[config.mk]
export PLATFORM = sky130hd
export DESIGN_NAME = instr_fetch_unit
export DESIGN_NICKNAME = d
export VERILOG_FILES = /design/src/rtl/instr_fetch_unit.sv
export SDC_FILE = /design/constraint.sdc
export NUM_CORES = 1
export LEC_CHECK = 0
export ABC_AREA = 0
export CORE_UTILIZATION = 55
export CTS_CLUSTER_DIAMETER = 50
export DETAILED_ROUTE_END_ITERATION = 12
export HOLD_SLACK_MARGIN = 0.03
export PLACE_DENSITY = 0.88
export RECOVER_POWER = 50
export SYNTH_ARGS = -nofsm -noshare
export SYNTH_HDL_FRONTEND = slang
export SYNTH_SLANG_ARGS = --single-unit
[constraint.sdc]
create_clock -name CLOCK -period 6.6 [get_ports CLOCK]
set_clock_uncertainty 0.1 [all_clocks]
set_input_delay 0.66 -clock CLOCK [delete_from_list [all_inputs] [get_ports CLOCK]]
set_output_delay 0.66 -clock CLOCK [all_outputs]
set_load 0.05 [all_outputs]
[src/rtl/instr_fetch_unit.sv]
// Instruction fetch unit: samples the free-running PC, reads instruction memory and buffers
// {address, instruction} pairs for decode, throttling the PC through its USER/USER_PC load port.
module instr_fetch_unit #(
    parameter int         DEPTH        = 4,
    parameter logic [7:0] RESET_VECTOR = 8'h00,
    localparam int        PTR_W        = $clog2(DEPTH),
    localparam int        CNT_W        = PTR_W + 1
) (
    input  logic             CLOCK,
    input  logic             RESET,
    input  logic [7:0]       PC,
    output logic             USER,
    output logic [7:0]       USER_PC,
    output logic             MEM_REQ,
    output logic [7:0]       MEM_ADDR,
    input  logic [7:0]       MEM_RDATA,
    input  logic             MEM_READY,
    output logic [7:0]       INSTR,
    output logic [7:0]       INSTR_PC,
    output logic             INSTR_VALID,
    input  logic             INSTR_ACCEPT,
    input  logic             BRANCH_TAKEN,
    input  logic [7:0]       BRANCH_TARGET,
    output logic [CNT_W-1:0] FIFO_LEVEL
);

    typedef enum logic {RUN, HOLD} state_e;

    localparam logic [CNT_W-1:0] FULL = CNT_W'(DEPTH);

    state_e             state_q, state_d;
    logic [7:0]         hold_addr_q, hold_addr_d;
    logic [PTR_W-1:0]   wr_ptr_q, wr_ptr_d;
    logic [PTR_W-1:0]   rd_ptr_q, rd_ptr_d;
    logic [CNT_W-1:0]   count_q, count_d;
    logic [15:0]        fifo_q [DEPTH];

    logic fetch_ok;
    logic push;
    logic pop;

    assign USER        = (state_q == HOLD);
    assign USER_PC     = hold_addr_q;
    assign MEM_ADDR    = (state_q == RUN) ? PC : hold_addr_q;
    // A pop in the same cycle never frees a slot for a push; only the registered count gates requests.
    assign MEM_REQ     = !RESET && (count_q != FULL);
    assign INSTR_VALID = (count_q != '0);
    assign INSTR       = fifo_q[rd_ptr_q][7:0];
    assign INSTR_PC    = fifo_q[rd_ptr_q][15:8];
    assign FIFO_LEVEL  = count_q;

    assign fetch_ok = MEM_REQ && MEM_READY;
    assign push     = fetch_ok && !BRANCH_TAKEN;
    assign pop      = INSTR_VALID && INSTR_ACCEPT && !BRANCH_TAKEN;

    // NOTE: every signal is given a default at the top of always_comb so no path can infer a latch.
    always_comb begin
        state_d     = state_q;
        hold_addr_d = hold_addr_q;
        if (BRANCH_TAKEN) begin
            state_d     = HOLD;
            hold_addr_d = BRANCH_TARGET;
        end else if (fetch_ok) begin
            state_d = RUN;
        end else if (state_q == RUN) begin
            // Freeze the PC on the address that was not fetched so it is retried next cycle.
            state_d     = HOLD;
            hold_addr_d = PC;
        end
    end

    always_comb begin
        wr_ptr_d = wr_ptr_q;
        rd_ptr_d = rd_ptr_q;
        count_d  = count_q;
        if (BRANCH_TAKEN) begin
            wr_ptr_d = '0;
            rd_ptr_d = '0;
            count_d  = '0;
        end else begin
            if (push) wr_ptr_d = wr_ptr_q + 1'b1;
            if (pop)  rd_ptr_d = rd_ptr_q + 1'b1;
            case ({push, pop})
                2'b10:   count_d = count_q + 1'b1;
                2'b01:   count_d = count_q - 1'b1;
                default: count_d = count_q;
            endcase
        end
    end

    // NOTE: state registers use non-blocking assignments so every flop samples pre-edge values.
    always_ff @(posedge CLOCK or posedge RESET) begin
        if (RESET) begin
            state_q     <= HOLD;
            hold_addr_q <= RESET_VECTOR;
            wr_ptr_q    <= '0;
            rd_ptr_q    <= '0;
            count_q     <= '0;
        end else begin
            state_q     <= state_d;
            hold_addr_q <= hold_addr_d;
            wr_ptr_q    <= wr_ptr_d;
            rd_ptr_q    <= rd_ptr_d;
            count_q     <= count_d;
        end
    end

    // NOTE: FIFO storage is deliberately not reset; count_q alone decides which entries are valid.
    always_ff @(posedge CLOCK) begin
        if (push) fifo_q[wr_ptr_q] <= {MEM_ADDR, MEM_RDATA};
    end

endmodule

==> flow_summary.json <==
{
  "overflow": 0,
  "powerDensity_mw_per_mm2": 390.9,
  "fin_crit_ps": 4405,
  "grt_pass1_vias": 1961,
  "crit_slowest_cell": "nor3b_1",
  "grt_max_degree": 29,
  "drtIter0Drc": 138,
  "cts_hold_buffers": 0,
  "ys_types": 31,
  "worstPathRequired_ps": 6480,
  "core_area_mm2": 0.005642,
  "gp_congestion": 0.7151,
  "fin_area_mm2": 0.004215,
  "synth-seq-area-share_pct": 70.34,
  "track_usage_pct": 22.63,
  "area_delta_synth_final_pct": 27.61,
  "min_path_type": "flip-flop to flip-flop",
  "final-hold-violation-count": 0,
  "synthAdderAreaFrac_pct": 2.121,
  "grt_pass1_wl_um": 10120,
  "start_util_pct": 58.55,
  "htreeDepth": 3,
  "vias": 1840,
  "port_buffers": 66,
  "crit_arrival_ps": 4280,
  "diodes": 0,
  "leakagePower_nw": 1.469,
  "synth_top_family_by_area": "multiplexers",
  "tightestPinTransition_ps": 2466,
  "status": "complete, but fails checks",
  "peakVddDrop_v": 0.0004066,
  "dieWidth_um": 79.50,
  "wl_per_cell_um": 19.63,
  "maxSlewViolCount": 15,
  "worstSetupPathType": "input pin to flip-flop",
  "die_area_mm2": 0.006319,
  "cts_root_buffer": "clkbuf_8",
  "syn_nets": 214,
  "end_kind": "flip-flop",
  "final_nets": 282,
  "use_met3_pct": 5.143,
  "via_per_inst": 5.662,
  "synth_mux_area_share_pct": 17.35,
  "failed_checks": "capacitance limit, slew limit",
  "cts.clk_slew.worst_paths_ps": 80,
  "postCtsSetupBuffers": 0,
  "grt_util_met1_pct": 28.85,
  "max_cap_viol_count": 1,
  "rsz0062_at_grt": "false",
  "firstDrtPassIters": 6,
  "drc_errors": 0,
  "top_usage_layer": "met2",
  "ys_ff_latch": 80,
  "crit_family": "simple AND/OR/NAND/NOR gates",
  "maxSlewHeadroom_pct": -64.77,
  "syn-cell-area_mm2": 0.003303,
  "avgSynthCellArea_um2": 18.35,
  "synthSimpleGateAreaFrac_pct": 5.530,
  "cts.sinks": 80,
  "min_period_over_period_pct": 66.75,
  "use_met2_pct": 37.18,
  "drive_above_1_share_pct": 13.83,
  "antenna_left": 0,
  "cts_resized": 0,
  "path_cells": "dlygate4sd3_1, nor3b_1, nor2b_1, and2_1",
  "power.total_mw": 1.648,
  "worstSetupStartpointType": "input pin",
  "placed_area_mm2": 0.004006,
  "tns_ps": 0,
  "crit_fanout": 16,
  "clock.fmax_ghz": 0.2270,
  "setup_viol_count_final": 0,
  "synth_xor_area_share_pct": 1.288,
  "place_hpwl_um": 4337,
  "antenna_found_initial": 0,
  "ys_warn_count": 0,
  "clkLatencyLatePin_ps": 340,
  "synth-compound-area-share_pct": 1.477,
  "placementRows": 27,
  "io_pins": 67,
  "finalWirelength_um": 6381,
  "rrSetupSlack_ps": 2520,
  "holdWs_ps": 508.1,
  "clk_path_buf_depth": 2,
  "max_stage_delay_ps": 1920,
  "die_h_um": 79.50,
  "cts_buffers": 9,
  "synth_cells": 180,
  "cts_tree": "yes",
  "crit_buf_inv": 1
}
==> layout make-up <==
class	count	area, um^2
well taps	72	90.09
flip-flops and latches	80	2323
clock buffers	9	123.9
multi-input cells	87	905.9
clock inverters	7	96.34
inverters	4	15.01
repair buffers	66	660.6
fillers	344	1426
==> worst reg2reg max path, cell delays in order, from the launching register on <==
cell and delay (ps):
dfrtp_1 420, nor3b_2 190, nor3b_1 1890, nor2b_1 390
and2_1 720
==> path summary, 6_finish.rpt <==
check / startpoint / endpoint / depth (start not counted)
setup / recovery: RESET / fifo_q[1][15] / 4
hold / removal: USER_PC[2] / USER_PC[2] / 2
setup reg to reg: FIFO_LEVEL[2] / fifo_q[1][15] / 4
hold reg to reg: USER_PC[2] / USER_PC[2] / 2
max in group asynchronous: RESET / FIFO_LEVEL[1] / 2
min in group asynchronous: RESET / USER_PC[6] / 2
==> cell families after synthesis <==
| family | count (synthesis) |
|---|---|
| XOR/XNOR | 4 |
| AND/OR/NAND/NOR | 33 |
| buffers and inverters | 13 |
| multiplexers | 36 |
| AO/OA/AOI/OAI | 9 |
| flip-flops | 80 |
| adder cells (fa/ha/maj) | 5 |
==> layout by cell type (no fill, tap or decap), types with 3 or more instances in the layout <==
| cell type | count |
|---|---|
| edfxtp_1 | 64 |
| clkdlybuf4s50_1 | 49 |
| dlygate4sd3_1 | 17 |
| mux4_2 | 16 |
| dfrtp_1 | 15 |
| mux2i_1 | 10 |
| mux2_1 | 9 |
| nand2_1 | 9 |
| clkbuf_8 | 9 |
| o21ai_0 | 8 |
| nor2_1 | 7 |
| and2_1 | 4 |
| inv_1 | 4 |
| ha_1 | 4 |
| nor2b_1 | 3 |
==> state kept, by name, indices dropped and copies added (netlist names) <==
signal and count:
wr_ptr_q 2, rd_ptr_q 2, FIFO_LEVEL 3, USER 1
fifo_q 64, USER_PC 8
==> cell usage after synthesis (all sizes together) <==
cell	n	share of area, %
a2bb2oi	1	0.27
and2	4	0.76
buf	4	0.87
clkbuf	5	0.57
dfrtp	15	11
dfstp	1	0.80
edfxtp	64	58
fa	1	0.61
ha	4	1.5
inv	4	0.45
mux2	10	3.4
mux2i	10	3.0
mux4	16	11
nand2	10	1.2
nand2b	2	0.38
nand3	1	0.15
nand3b	1	0.23
nor2	7	0.80
nor2b	3	0.57
nor3	2	0.30
nor3b	2	0.95
o21ai	8	1.2
or3	1	0.19
xnor2	1	0.27
xor2	3	1.0
==> stage by stage <==
stage               cells  util, %  setup WS (ps)
floorplan             180        -           3823
global placement      309    71.01           3214
detailed placement    309    71.01           3084
CTS                   325    74.92           3001
global route          325    74.72           1839
finish                325    74.72           2195
==> layer usage <==
metal | wire [um] | vias to the layer above
li1 | - | 824
met1 | 2586 | 931
met2 | 3301 | 75
met3 | 393 | 10
met4 | 101 | 0
met5 | 0 | -
==> where the power goes <==
part | total (mW) | leakage [nW] | switching [mW] | internal (mW)
sequential | 0.649 | 0.781 | 0.0639 | 0.585
combinational | 0.611 | 0.585 | 0.369 | 0.242
clock | 0.387 | 0.103 | 0.175 | 0.213
Power figures use the tool's default switching activity.
